--- config.mk ---
export PLATFORM = sky130hd
export DESIGN_NAME = sdram_frame_arb_flat
export DESIGN_NICKNAME = d
export VERILOG_FILES = /design/src/rtl/sdram_frame_arb_if.sv /design/src/rtl/sdram_frame_arb.sv /design/src/flat_wrapper.sv
export SDC_FILE = /design/constraint.sdc
export NUM_CORES = 1
export LEC_CHECK = 0
export CELL_PAD_IN_SITES_DETAIL_PLACEMENT = 1
export CELL_PAD_IN_SITES_GLOBAL_PLACEMENT = 2
export CORE_MARGIN = 2
export CORE_UTILIZATION = 35
export CTS_CLUSTER_DIAMETER = 30
export DETAILED_ROUTE_END_ITERATION = 10
export GPL_ROUTABILITY_DRIVEN = 0
export HOLD_SLACK_MARGIN = 0.05
export PLACE_DENSITY = 0.93
export SKIP_CTS_REPAIR_TIMING = 1
export SYNTH_ARGS = -nofsm -noshare
export SYNTH_HDL_FRONTEND = slang
export SYNTH_SLANG_ARGS = --single-unit
--- constraint.sdc ---
create_clock -name clk_133M_i -period 5.36 [get_ports clk_133M_i]
set_input_delay 1.34 -clock clk_133M_i [delete_from_list [all_inputs] [get_ports clk_133M_i]]
set_output_delay 1.34 -clock clk_133M_i [all_outputs]
set_load 0.05 [all_outputs]
--- src/rtl/sdram_frame_arb_if.sv ---
// -----------------------------------------------------------------------------
// sdram_frame_arb_if
// Burst handshake bundle between the frame arbiter and the SDRAM controller.
//   wr_sdram_req / wr_sdram_ack / wr_sdram_add : write burst request, ack, address
//   rd_sdram_req / rd_sdram_ack / rd_sdram_add : read burst request, ack, address
// Modports:
//   master : the arbiter (drives req/add, receives ack)
//   slave  : the SDRAM controller (receives req/add, drives ack)
// -----------------------------------------------------------------------------
interface sdram_frame_arb_if;
   logic        wr_sdram_req;
   logic        wr_sdram_ack;
   logic [23:0] wr_sdram_add;
   logic        rd_sdram_req;
   logic        rd_sdram_ack;
   logic [23:0] rd_sdram_add;

   modport master (
      output wr_sdram_req, wr_sdram_add, rd_sdram_req, rd_sdram_add,
      input  wr_sdram_ack, rd_sdram_ack
   );

   modport slave (
      input  wr_sdram_req, wr_sdram_add, rd_sdram_req, rd_sdram_add,
      output wr_sdram_ack, rd_sdram_ack
   );
endinterface

--- src/rtl/sdram_frame_arb.sv ---
// -----------------------------------------------------------------------------
// sdram_frame_arb
// Arbitrates one SDRAM port between a camera write stream and a VGA read
// stream, each moving 512-word blocks, with double-buffered frame banks.
// Ports:
//   clk_133M_i      : clock, all logic on the rising edge
//   rst_133i        : asynchronous active-low reset
//   wr_fifo_used    : camera FIFO fill level
//   rd_fifo_used    : VGA FIFO fill level
//   cam_frame_start : one-cycle camera frame start pulse
//   vga_frame_start : one-cycle VGA frame start pulse
//   bus             : burst handshake (master side), see sdram_frame_arb_if
//   frame_ready     : at least one complete frame is stored
//   wr_bank/rd_bank : current write / read frame buffer
//   timeout_err     : sticky, an ack failed to arrive within TMO_CYC cycles
// -----------------------------------------------------------------------------
module sdram_frame_arb #(
   parameter int unsigned ROWS_PER_FRAME = 1440,
   parameter int unsigned WR_THRESH      = 512,
   parameter int unsigned RD_THRESH      = 512,
   parameter int unsigned WR_URGENT      = 1536,
   parameter int unsigned TMO_CYC        = 4095
) (
   input  logic                     clk_133M_i,
   input  logic                     rst_133i,
   input  logic [10:0]              wr_fifo_used,
   input  logic [10:0]              rd_fifo_used,
   input  logic                     cam_frame_start,
   input  logic                     vga_frame_start,
   sdram_frame_arb_if.master        bus,
   output logic                     frame_ready,
   output logic                     wr_bank,
   output logic                     rd_bank,
   output logic                     timeout_err
);

   localparam int unsigned TMO_W      = (TMO_CYC > 1) ? $clog2(TMO_CYC) : 1;
   localparam logic [TMO_W-1:0] TMO_LAST  = TMO_W'(TMO_CYC - 1);
   localparam logic [12:0]      ROWS_L    = 13'(ROWS_PER_FRAME);
   localparam logic [10:0]      WR_THR_L  = 11'(WR_THRESH);
   localparam logic [10:0]      RD_THR_L  = 11'(RD_THRESH);
   localparam logic [10:0]      WR_URG_L  = 11'(WR_URGENT);

   typedef enum logic [1:0] {IDLE, WR_BUSY, RD_BUSY} state_t;

   state_t           state_q, state_d;
   logic [12:0]      wr_blk_q, wr_blk_d;
   logic [12:0]      rd_blk_q, rd_blk_d;
   logic             wr_bank_q, wr_bank_d;
   logic             rd_bank_q, rd_bank_d;
   logic             full_bank_q, full_bank_d;
   logic             frame_ready_q, frame_ready_d;
   logic             timeout_q, timeout_d;
   logic             cam_pend_q, cam_pend_d;
   logic             vga_pend_q, vga_pend_d;
   logic             last_rd_q, last_rd_d;     // 1: last grant went to read
   logic [TMO_W-1:0] tmo_q, tmo_d;
   logic             wr_req_q, wr_req_d;
   logic             rd_req_q, rd_req_d;
   logic [23:0]      wr_add_q, wr_add_d;
   logic [23:0]      rd_add_q, rd_add_d;

   logic wr_elig, rd_elig, wr_urgent;

   assign wr_elig   = (wr_fifo_used >= WR_THR_L) && (wr_blk_q < ROWS_L);
   assign rd_elig   = frame_ready_q && (rd_fifo_used <= RD_THR_L) && (rd_blk_q < ROWS_L);
   assign wr_urgent = (wr_fifo_used >= WR_URG_L);

   always_comb begin
      state_d       = state_q;
      wr_blk_d      = wr_blk_q;
      rd_blk_d      = rd_blk_q;
      wr_bank_d     = wr_bank_q;
      rd_bank_d     = rd_bank_q;
      full_bank_d   = full_bank_q;
      frame_ready_d = frame_ready_q;
      timeout_d     = timeout_q;
      // Start pulses are captured in any state so none is lost mid-burst.
      cam_pend_d    = cam_pend_q | cam_frame_start;
      vga_pend_d    = vga_pend_q | vga_frame_start;
      last_rd_d     = last_rd_q;
      tmo_d         = tmo_q;
      wr_req_d      = wr_req_q;
      rd_req_d      = rd_req_q;
      wr_add_d      = wr_add_q;
      rd_add_d      = rd_add_q;

      case (state_q)
         IDLE: begin
            if (cam_pend_q || vga_pend_q) begin
               // Apply cycle: no grant. A pulse arriving right now stays pending.
               cam_pend_d = cam_frame_start;
               vga_pend_d = vga_frame_start;
               if (cam_pend_q) begin
                  if (wr_blk_q == ROWS_L) begin
                     full_bank_d   = wr_bank_q;
                     wr_bank_d     = ~wr_bank_q;
                     frame_ready_d = 1'b1;
                  end
                  wr_blk_d = '0;
               end
               // Uses full_bank_d so a simultaneous camera start is seen first.
               if (vga_pend_q) begin
                  rd_bank_d = full_bank_d;
                  rd_blk_d  = '0;
               end
            end else if (wr_elig && (!rd_elig || wr_urgent || last_rd_q)) begin
               state_d   = WR_BUSY;
               wr_req_d  = 1'b1;
               wr_add_d  = {1'b0, wr_bank_q, wr_blk_q, 9'd0};
               last_rd_d = 1'b0;
               tmo_d     = '0;
            end else if (rd_elig) begin
               state_d   = RD_BUSY;
               rd_req_d  = 1'b1;
               rd_add_d  = {1'b0, rd_bank_q, rd_blk_q, 9'd0};
               last_rd_d = 1'b1;
               tmo_d     = '0;
            end
         end

         WR_BUSY: begin
            if (bus.wr_sdram_ack) begin
               wr_req_d = 1'b0;
               wr_blk_d = wr_blk_q + 13'd1;
               state_d  = IDLE;
            end else if (tmo_q == TMO_LAST) begin
               wr_req_d  = 1'b0;
               timeout_d = 1'b1;
               state_d   = IDLE;
            end else begin
               tmo_d = tmo_q + 1'b1;
            end
         end

         RD_BUSY: begin
            if (bus.rd_sdram_ack) begin
               rd_req_d = 1'b0;
               rd_blk_d = rd_blk_q + 13'd1;
               state_d  = IDLE;
            end else if (tmo_q == TMO_LAST) begin
               rd_req_d  = 1'b0;
               timeout_d = 1'b1;
               state_d   = IDLE;
            end else begin
               tmo_d = tmo_q + 1'b1;
            end
         end

         default: begin
            state_d  = IDLE;
            wr_req_d = 1'b0;
            rd_req_d = 1'b0;
         end
      endcase
   end

   always_ff @(posedge clk_133M_i or negedge rst_133i) begin
      if (!rst_133i) begin
         state_q       <= IDLE;
         wr_blk_q      <= '0;
         rd_blk_q      <= '0;
         wr_bank_q     <= 1'b0;
         rd_bank_q     <= 1'b0;
         full_bank_q   <= 1'b0;
         frame_ready_q <= 1'b0;
         timeout_q     <= 1'b0;
         cam_pend_q    <= 1'b0;
         vga_pend_q    <= 1'b0;
         last_rd_q     <= 1'b1;
         tmo_q         <= '0;
         wr_req_q      <= 1'b0;
         rd_req_q      <= 1'b0;
         wr_add_q      <= '0;
         rd_add_q      <= '0;
      end else begin
         state_q       <= state_d;
         wr_blk_q      <= wr_blk_d;
         rd_blk_q      <= rd_blk_d;
         wr_bank_q     <= wr_bank_d;
         rd_bank_q     <= rd_bank_d;
         full_bank_q   <= full_bank_d;
         frame_ready_q <= frame_ready_d;
         timeout_q     <= timeout_d;
         cam_pend_q    <= cam_pend_d;
         vga_pend_q    <= vga_pend_d;
         last_rd_q     <= last_rd_d;
         tmo_q         <= tmo_d;
         wr_req_q      <= wr_req_d;
         rd_req_q      <= rd_req_d;
         wr_add_q      <= wr_add_d;
         rd_add_q      <= rd_add_d;
      end
   end

   assign bus.wr_sdram_req = wr_req_q;
   assign bus.wr_sdram_add = wr_add_q;
   assign bus.rd_sdram_req = rd_req_q;
   assign bus.rd_sdram_add = rd_add_q;
   assign frame_ready      = frame_ready_q;
   assign wr_bank          = wr_bank_q;
   assign rd_bank          = rd_bank_q;
   assign timeout_err      = timeout_q;

endmodule
--- src/flat_wrapper.sv ---
// flat-port wrapper written by rule: the top's interface ports become plain ports
module sdram_frame_arb_flat 
#(
   parameter int unsigned ROWS_PER_FRAME = 1440,
   parameter int unsigned WR_THRESH      = 512,
   parameter int unsigned RD_THRESH      = 512,
   parameter int unsigned WR_URGENT      = 1536,
   parameter int unsigned TMO_CYC        = 4095
)
  (clk_133M_i, rst_133i, wr_fifo_used, rd_fifo_used, cam_frame_start, vga_frame_start, frame_ready, wr_bank, rd_bank, timeout_err, bus_wr_sdram_req, bus_wr_sdram_add, bus_rd_sdram_req, bus_rd_sdram_add, bus_wr_sdram_ack, bus_rd_sdram_ack);
  sdram_frame_arb_if bus_i ();
  input  logic clk_133M_i;
  input  logic rst_133i;
  input  logic [10:0] wr_fifo_used;
  input  logic [10:0] rd_fifo_used;
  input  logic cam_frame_start;
  input  logic vga_frame_start;
  output logic frame_ready;
  output logic wr_bank;
  output logic rd_bank;
  output logic timeout_err;
  output wire logic [$bits(bus_i.wr_sdram_req)-1:0] bus_wr_sdram_req;
  output wire logic [$bits(bus_i.wr_sdram_add)-1:0] bus_wr_sdram_add;
  output wire logic [$bits(bus_i.rd_sdram_req)-1:0] bus_rd_sdram_req;
  output wire logic [$bits(bus_i.rd_sdram_add)-1:0] bus_rd_sdram_add;
  input wire logic [$bits(bus_i.wr_sdram_ack)-1:0] bus_wr_sdram_ack;
  input wire logic [$bits(bus_i.rd_sdram_ack)-1:0] bus_rd_sdram_ack;
  assign bus_wr_sdram_req = bus_i.wr_sdram_req;
  assign bus_wr_sdram_add = bus_i.wr_sdram_add;
  assign bus_rd_sdram_req = bus_i.rd_sdram_req;
  assign bus_rd_sdram_add = bus_i.rd_sdram_add;
  assign bus_i.wr_sdram_ack = bus_wr_sdram_ack;
  assign bus_i.rd_sdram_ack = bus_rd_sdram_ack;
  sdram_frame_arb #(.ROWS_PER_FRAME(ROWS_PER_FRAME), .WR_THRESH(WR_THRESH), .RD_THRESH(RD_THRESH), .WR_URGENT(WR_URGENT), .TMO_CYC(TMO_CYC)) u_core (.clk_133M_i(clk_133M_i), .rst_133i(rst_133i), .wr_fifo_used(wr_fifo_used), .rd_fifo_used(rd_fifo_used), .cam_frame_start(cam_frame_start), .vga_frame_start(vga_frame_start), .bus(bus_i), .frame_ready(frame_ready), .wr_bank(wr_bank), .rd_bank(rd_bank), .timeout_err(timeout_err));
endmodule
==> results of run 1 <==
where the power goes:
group	switching [W]	internal, W	total, W
Sequential	0.0000416	0.000621	0.000663
Combinational	0.000297	0.000138	0.000435
Clock	0.000230	0.000360	0.000590
Total	0.000569	0.00112	0.00169
area by class of cell:
type	instances	area, um^2
Multi-Input combinational cell	295	1960
Fill cell	1281	6490
Timing Repair Buffer	54	533
Tap cell	143	179
Sequential cell	78	1950
Clock buffer	12	236
Clock inverter	4	48.8
Inverter	17	63.8
sequential cells by signal, indices dropped and copies added (netlist names), 2 cells and up:
| name | count |
|---|---|
| u_core.tmo_q | 12 |
| u_core.rd_blk_q | 13 |
| u_core.wr_blk_q | 13 |
| u_core.state_q | 2 |
| u_core.bus.rd_sdram_add | 14 |
| u_core.bus.wr_sdram_add | 14 |
placed cells by master (no fill, tap or decap), types with 4 or more instances in the layout:
| cell | n |
|---|---|
| a22oi_1 | 4 |
| nand4_1 | 9 |
| o21ai_0 | 20 |
| dfrtp_1 | 77 |
| a22o_1 | 4 |
| xor2_1 | 17 |
| nor3_1 | 9 |
| a21oi_1 | 6 |
| inv_1 | 17 |
| xnor2_1 | 4 |
| nor2b_1 | 7 |
| nand2_1 | 33 |
| conb_1 | 20 |
| nor4_1 | 7 |
| nand2b_1 | 5 |
| clkdlybuf4s50_1 | 51 |
| ha_1 | 9 |
| nor2_1 | 34 |
| mux2_1 | 22 |
| nand3_1 | 21 |
| or3_1 | 4 |
| clkbuf_16 | 9 |
critical path: stages:
cell,delay (ps)
clkdlybuf4s50_1,410
nor4_1,280
a31oi_1,350
a2111oi_4,1080
mux2_2,420
cells by family after synthesis:
family | count (synthesis)
other cells | 1
mux | 26
xor+xnor | 21
compound gates | 73
flops | 78
simple gates | 146
buf+inv | 53
fa+ha+maj | 9
metrics by stage:
step / hold WS, ps / utilization
after floorplan: 449 / -
after global placement: 464 / 0.409
after detailed placement: 478 / 0.409
after CTS: 491 / 0.434
after global routing: 508 / 0.434
final: 486 / 0.434
per-layer routing:
metal,vias to the layer above,GRT usage,share of wire
met2,51,0.265,0.49
li1,1509,-,-
met1,1611,0.220,0.47
met3,10,0.0375,0.032
met4,0,0.0577,0.016
met5,-,0,0
path summary, 6_finish.rpt:
| kind | from | end | slack (ps) | depth (start not counted) |
|---|---|---|---|---|
| setup / recovery | rd_fifo_used[6] | u_core.bus.rd_sdram_add[13]$_DFFE_PN0P_ | 1690 | 5 |
| hold / removal | u_core.bus.rd_sdram_add[14]$_DFFE_PN0P_ | u_core.bus.rd_sdram_add[14]$_DFFE_PN0P_ | 490 | 1 |
| setup reg to reg | u_core.state_q[0]$_DFFE_PN0P_ | u_core.bus.wr_sdram_add[18]$_DFFE_PN0P_ | 2400 | 6 |
| hold reg to reg | u_core.bus.rd_sdram_add[14]$_DFFE_PN0P_ | u_core.bus.rd_sdram_add[14]$_DFFE_PN0P_ | 490 | 1 |
| max in group asynchronous | rst_133i | u_core.bus.rd_sdram_add[21]$_DFFE_PN0P_ | 3560 | 1 |
| min in group asynchronous | rst_133i | u_core.wr_bank$_DFFE_PN0P_ | 1170 | 1 |
==> impl_metrics.csv, run 1 <==
group,metric,value,unit
drt,drtPass1Iterations,4,
critical_path,cp-start-kind,"input pin",
power_and_ir_drop,power,0.00169,W
global_route,overflow,0,
finish,stdcell_count,603,
drt,routed_wirelength,9960,um
sta,tns,0,ps
synth,ys_async_sr_fraction,1.00,
synth,syn_inst,407,
sta,fin_crit,3670,ps
finish,diodes,0,
synth,synth_edf_count,0,
placement,numPortBuffers,52,
clock_network,htreeDepth,3,
floorplanning,rows,39,
critical_path,required,5580,ps
critical_path,worstPathArrival,3890,ps
placement,hpwl,6970,um
synth,synth.area.top_cells,"dfrtp_1 (47%), mux2_1 (6.0%), buf_4 (3.8%)",
clock_network,cts-root-buf,"clkbuf_16",
synth,synth_common_cells,"dfrtp_1 (77), nor2_1 (34), nand2_1 (33)",
global_route,antenna_found_initial,0,
synth,synthSimpleGateAreaFrac,0.182,
synth,post-synth-top-count-cell,"dfrtp_1",
global_route,grt_pass1_vias,3390,
sta,rsz0062_at_grt,"no",
sta,setup_viol,0,
synth,synth_top_family_by_area,"simple AND/OR/NAND/NOR gates",
clock_network,clk_pin_slew_worst_paths,60,ps
power_and_ir_drop,ir_worst_vdd,0.000157,V
floorplanning,die_y,113,um
drt,dr.first_iter.drc_count,92,
finish,stdcell_area,4980,um^2
synth,synth_cell_types,63,
synth,ys.warnings.count,0,
placement,placed_area,4690,um^2
sta,fin_ws,1690,ps
clock_network,cts_num_sinks,78,
synth,syn_avg_cell_area,10.2,um^2
sta,relSlewSlack,0.225,
placement,place_ws,1300,ps
synth,synth_top_cell_by_area,"dfrtp_1",
sta,finalHoldViolCount,0,
global_route,grt_max_degree,79,
power_and_ir_drop,power.density,339,nW/um^2
floorplanning,ioPinCount,82,
finish,fin_nets,492,
floorplanning,fp.coreArea,11500,um^2
finish,area_growth,20.1,%
drt,via_per_inst,5.28,
clock_network,tritoncts,"done",
clock_network,cts.path.max_buffers,2,
drt,drc_errors,0,
synth,synth_seq_area_share,0.471,
floorplanning,dieArea,12700,um^2
global_route,grt_use_total,0.165,
sta,period_share,0.684,
drt,vias,3181,
power_and_ir_drop,cellLeakagePower,2.15,nW
synth,ys_ff_latch,78,
drt,ant_nets,0,
floorplanning,initial_core_util,0.361,
synth,synth.mux.area_fraction,0.0701,
floorplanning,die_w,113,um
placement,dp.cells,587,
synth,synth_top_area_frac,0.465,
critical_path,path_max_fanout,15,
sta,worstMarginPinSlew,1160,ps
min_path,hp-class,"register to register",
clock_network,numCtsBuffers,9,
finish,drive_above_1_share,0.0630,
synth,syn-cell-area,4140,um^2
sta,slew_violations,0,
drt,drt-wirelength-per-cell,16.5,um
sta,fin_skew,13.4,ps
critical_path,critPathCaptureType,"register",
synth,ys.flop_type,"dfrtp_1",
job,maxCapViolCount,0,
critical_path,path_class,"input pin to register",
sta,max_freq,0.273,GHz
clock_network,worstSkewPairLatency,340,ps
synth,synth_fa_ha_area_frac,0.0272,
synth,synth-compound-area-share,0.132,
outcome,status,"finished, final reports clean",
synth,synth_xor_area_frac,0.0444,
global_route,grt_pass1_wl,16900,um
(Power assumes the default switching activity.)
==> inputs of run 2 (changes only) <==
Settings changed: CORE_UTILIZATION 35 to 29, PLACE_DENSITY 0.93 to 0.83.
Clock period 5.36 ns to 3.3 ns, I/O delays scaled along.
==> impl_metrics.csv, run 2 (synthesized netlist as in run 1, its figures left out) <==
group,metric,value,unit
sta,worstMarginPinSlew,1010,ps
clock_network,numCtsBuffers,9,
sta,max_freq,0.366,GHz
placement,numPortBuffers,52,
floorplanning,dieArea,15300,um^2
critical_path,cp-start-kind,"input pin",
job,maxCapViolCount,0,
global_route,antenna_found_initial,0,
clock_network,cts_num_sinks,78,
sta,hold_ws,486,ps
critical_path,required,3500,ps
power_and_ir_drop,power_frac_seq,0.363,
floorplanning,initial_core_util,0.297,
power_and_ir_drop,netSwitchingFraction,0.315,
global_route,grt_pass1_wl,17100,um
drt,dr.first_iter.drc_count,129,
sta,fin_ws,571,ps
power_and_ir_drop,p_switching,0.000930,W
power_and_ir_drop,clkPwrFrac,0.393,
sta,relSlewSlack,0.327,
power_and_ir_drop,internal_power,0.00202,W
placement,place_ws,235,ps
critical_path,path_class,"input pin to register",
floorplanning,ioPinCount,82,
drt,vias,3240,
global_route,overflow,0,
power_and_ir_drop,power.density,572,nW/um^2
drt,wl_met3,480,um
floorplanning,fp.coreArea,13900,um^2
sta,rsz0062_at_grt,"no",
drt,drt-wirelength-per-cell,15.7,um
floorplanning,die_y,124,um
finish,layout_commonest_cell,"dfrtp_1",
clock_network,clk_pin_slew_worst_paths,60,ps
power_and_ir_drop,power,0.00295,W
clock_network,tritoncts,"done",
drt,drc_errors,0,
placement,hpwl,7260,um
global_route,grt_use_total,0.145,
drt,highest_layer,"met4",
finish,final_cell_mix,"dfrtp_1 (77), clkdlybuf4s50_1 (51), nor2_1 (34), nand2_1 (33), mux2_1 (22)",
drt,drtPass1Iterations,4,
floorplanning,die_w,124,um
sta,setup_viol,0,
critical_path,worstPathArrival,2930,ps
drt,ant_nets,0,
global_route,grt_pass1_vias,3463,
sta,period_share,0.827,
drt,via_per_inst,4.98,
power_and_ir_drop,comb_power_share,0.244,
sta,fin_skew,10.5,ps
min_path,hp-class,"register to register",
critical_path,critPathCaptureType,"register",
finish,area_growth,24.6,%
sta,finalHoldViolCount,0,
sta,fin_crit,2730,ps
global_route,grt_max_degree,79,
sta,slew_violations,0,
clock_network,worstSkewPairLatency,340,ps
finish,fin_nets,502,
floorplanning,rows,43,
sta,tns,0,ps
finish,drive_above_1_share,0.0851,
drt,met1_length,4600,um
power_and_ir_drop,cellLeakagePower,2.23,nW
finish,diodes,0,
placement,dp.cells,634,
drt,routed_wirelength,10200,um
drt,wl_met2,4980,um
clock_network,cts.path.max_buffers,2,
clock_network,cts-root-buf,"clkbuf_16",
power_and_ir_drop,ir_worst_vdd,0.000374,V
outcome,status,"finished, final reports clean",
clock_network,htreeDepth,3,
critical_path,path_max_fanout,8,
finish,stdcell_count,650,
## run 2: cell count changes in the layout (fill, tap and decap cells not counted)
cell       change
clkinv_4       -1
clkinv_2       -2
bufinv_16      +2
clkbuf_8       +2
clkbuf_1       -1
buf_4         +10
## run 2: power groups by stage
stage / combinational (W) / clock, W / sequential (W)
global placement: 0.000701 / 0 / 0.00109
floorplan: 0.000454 / 0 / 0.00114
detailed placement: 0.000721 / 0 / 0.00109
global route: 0.000787 / 0.00123 / 0.00108
CTS: 0.000728 / 0.00120 / 0.00107
finish: 0.000720 / 0.00116 / 0.00107
## run 2: worst paths after layout
check	startpoint	endpoint	slack [ps]	cells after the start
worst min-delay path	u_core.bus.rd_sdram_add[18]$_DFFE_PN0P_	u_core.bus.rd_sdram_add[18]$_DFFE_PN0P_	490	1
min in group asynchronous	rst_133i	u_core.bus.rd_sdram_add[16]$_DFFE_PN0P_	660	1
max in group asynchronous	rst_133i	u_core.bus.wr_sdram_add[13]$_DFFE_PN0P_	2000	1
worst max register to register	u_core.state_q[0]$_DFFE_PN0P_	u_core.tmo_q[7]$_DFFE_PN0P_	650	7
worst min register to register	u_core.bus.rd_sdram_add[18]$_DFFE_PN0P_	u_core.bus.rd_sdram_add[18]$_DFFE_PN0P_	490	1
worst max-delay path	bus_rd_sdram_ack	u_core.tmo_q[7]$_DFFE_PN0P_	570	6
## run 2: worst max-delay path, stage by stage
cell and delay (ps):
clkdlybuf4s50_1 480, a221o_1 380, or3_4 380, or3_1 500, a22oi_1 250, o22ai_1 110
## run 2: per-layer routing
layer  global-route usage  vias up
li1                     -     1533
met1                0.187     1625
met2                0.239       73
met5                    0        -
met4               0.0490        0
met3               0.0318        9
## run 2: cell type report
| cell class | instances | area, um^2 |
|---|---|---|
| inverter | 17 | 63.8 |
| sequential | 78 | 1950 |
| clock inverter | 3 | 90.1 |
| multi-input combinational | 295 | 1960 |
| fill | 1573 | 8770 |
| timing repair buffer | 64 | 608 |
| clock buffer | 13 | 260 |
| tap | 180 | 225 |
## run 2: metrics by stage
step,util,area [um^2]
after global placement,0.345,4810
after floorplan,-,4210
final,0.371,5160
after global routing,0.371,5160
after detailed placement,0.345,4810
after CTS,0.371,5160
==> inputs of run 3 (changes only) <==
Clock period 3.3 ns to 2.5 ns, I/O delays scaled along.
==> impl_metrics.csv, run 3 (synthesized netlist as in run 1, its figures left out) <==
group,metric,value,unit
outcome,status,"finished, final reports clean",
sta,fin_crit,2440,ps
drt,drtPass1Iterations,4,
sta,worstMarginPinSlew,729,ps
drt,via_per_inst,4.98,
drt,highest_layer,"met4",
critical_path,startpoint,"bus_rd_sdram_ack",
sta,setup_viol,0,
sta,period_share,0.975,
placement,hpwl,7570,um
min_path,hp-class,"input pin to async pin",
global_route,grt_max_degree,37,
sta,fin_skew,8.61,ps
critical_path,required,2710,ps
clock_network,cts-root-buf,"clkbuf_16",
drt,vias,3319,
floorplanning,rows,43,
drt,drt-wirelength-per-cell,16.0,um
drt,ant_nets,0,
clock_network,numCtsBuffers,9,
sta,max_freq,0.410,GHz
global_route,grt_pass1_wl,17800,um
drt,drc_errors,0,
critical_path,critPathCaptureType,"register",
drt,wl_met2,5210,um
critical_path,r2r_start,"u_core.state_q[0]$_DFFE_PN0P_",
finish,stdcell_count,667,
power_and_ir_drop,cellLeakagePower,2.32,nW
placement,numPortBuffers,52,
power_and_ir_drop,netSwitchingFraction,0.329,
floorplanning,die_y,124,um
job,maxCapViolCount,0,
critical_path,path_max_fanout,6,
floorplanning,initial_core_util,0.297,
finish,drive_above_1_share,0.121,
placement,dp.cells,649,
clock_network,worstSkewPairLatency,340,ps
clock_network,cts.path.max_buffers,2,
power_and_ir_drop,power_frac_seq,0.363,
critical_path,reg2reg_to,"u_core.tmo_q[11]$_DFFE_PN0P_",
critical_path,path_class,"input pin to register",
power_and_ir_drop,power.density,738,nW/um^2
global_route,grt_use_total,0.150,
global_route,overflow,0,
power_and_ir_drop,ir_worst_vdd,0.000300,V
power_and_ir_drop,comb_power_share,0.261,
sta,finalHoldViolCount,0,
clock_network,clk_pin_slew_worst_paths,60,ps
sta,rsz0062_at_grt,"yes",
floorplanning,die_w,124,um
critical_path,cp-start-kind,"input pin",
global_route,grt_pass1_vias,3562,
floorplanning,fp.coreArea,13900,um^2
clock_network,cts_num_sinks,78,
placement,placed_area,4950,um^2
critical_path,r2r_slack,130,ps
drt,met1_length,5020,um
drt,dr.first_iter.drc_count,119,
finish,stdcell_area,5310,um^2
finish,area_growth,28.1,%
power_and_ir_drop,p_switching,0.00129,W
floorplanning,ioPinCount,82,
sta,relSlewSlack,0.508,
finish,layout_commonest_cell,"dfrtp_1",
finish,diodes,0,
clock_network,htreeDepth,3,
sta,slew_violations,0,
finish,fin_nets,519,
sta,tns,0,ps
finish,fin_util,0.381,
drt,routed_wirelength,10700,um
critical_path,reg2reg_depth,9,
drt,wl_met3,365,um
floorplanning,dieArea,15300,um^2
global_route,antenna_found_initial,0,
power_and_ir_drop,internal_power,0.00263,W
placement,place_ws,-294,ps
power_and_ir_drop,clkPwrFrac,0.377,
critical_path,worstPathArrival,2650,ps
finish,final_cell_mix,"dfrtp_1 (77), clkdlybuf4s50_1 (51), nor2_1 (34), nand2_1 (33), buf_4 (28)",
sta,fin_ws,62.7,ps
clock_network,tritoncts,"done",
==> run 3: layout make-up <==
type	instances	area, um^2
clock buffer	12	256
clock inverter	4	77.6
fill	1559	8630
inverter	17	63.8
multi-input combinational	295	1970
sequential	78	1950
tap	180	225
timing repair buffer	81	761
==> run 3: power by group through the flow <==
stage	logic (W)	clock network [W]	registers, W
after floorplan	0.000599	0	0.00151
after detailed placement	0.00102	0	0.00144
final	0.00102	0.00147	0.00142
after global placement	0.000977	0	0.00144
after CTS	0.00103	0.00152	0.00142
after global routing	0.00112	0.00156	0.00143
==> run 3: per-layer routing <==
| metal | track usage | vias up |
|---|---|---|
| met5 | 0 | - |
| met4 | 0.0440 | 0 |
| met3 | 0.0295 | 7 |
| met2 | 0.251 | 53 |
| met1 | 0.195 | 1692 |
| li1 | - | 1567 |
==> run 3: worst max path at each step <==
stage                                               to  slack [ps]  cells past startpoint
2_1_floorplan  u_core.bus.rd_sdram_add[14]$_DFFE_PN0P_         170                      5
3_3_place_gp               u_core.tmo_q[8]$_DFFE_PN0P_        -220                      6
3_5_place_dp               u_core.tmo_q[8]$_DFFE_PN0P_        -290                      6
4_1_cts                    u_core.tmo_q[8]$_DFFE_PN0P_          60                      6
5_1_grt                    u_core.tmo_q[8]$_DFFE_PN0P_         -50                      7
6_report                  u_core.tmo_q[11]$_DFFE_PN0P_          60                      8
==> run 3: critical path: stages <==
cell and delay (ps):
clkdlybuf4s50_1 480, a221o_1 350, or3_4 350, buf_4 160
nor3_4 270, buf_4 170, o21ai_0 100, o2bb2ai_1 140
==> run 3: per-stage QoR <==
stage | total power [W] | hold slack (ps)
after detailed placement | 0.00246 | 470
after global routing | 0.00411 | 274
final | 0.00392 | 253
after global placement | 0.00241 | 462
after floorplan | 0.00211 | 329
after CTS | 0.00396 | 257
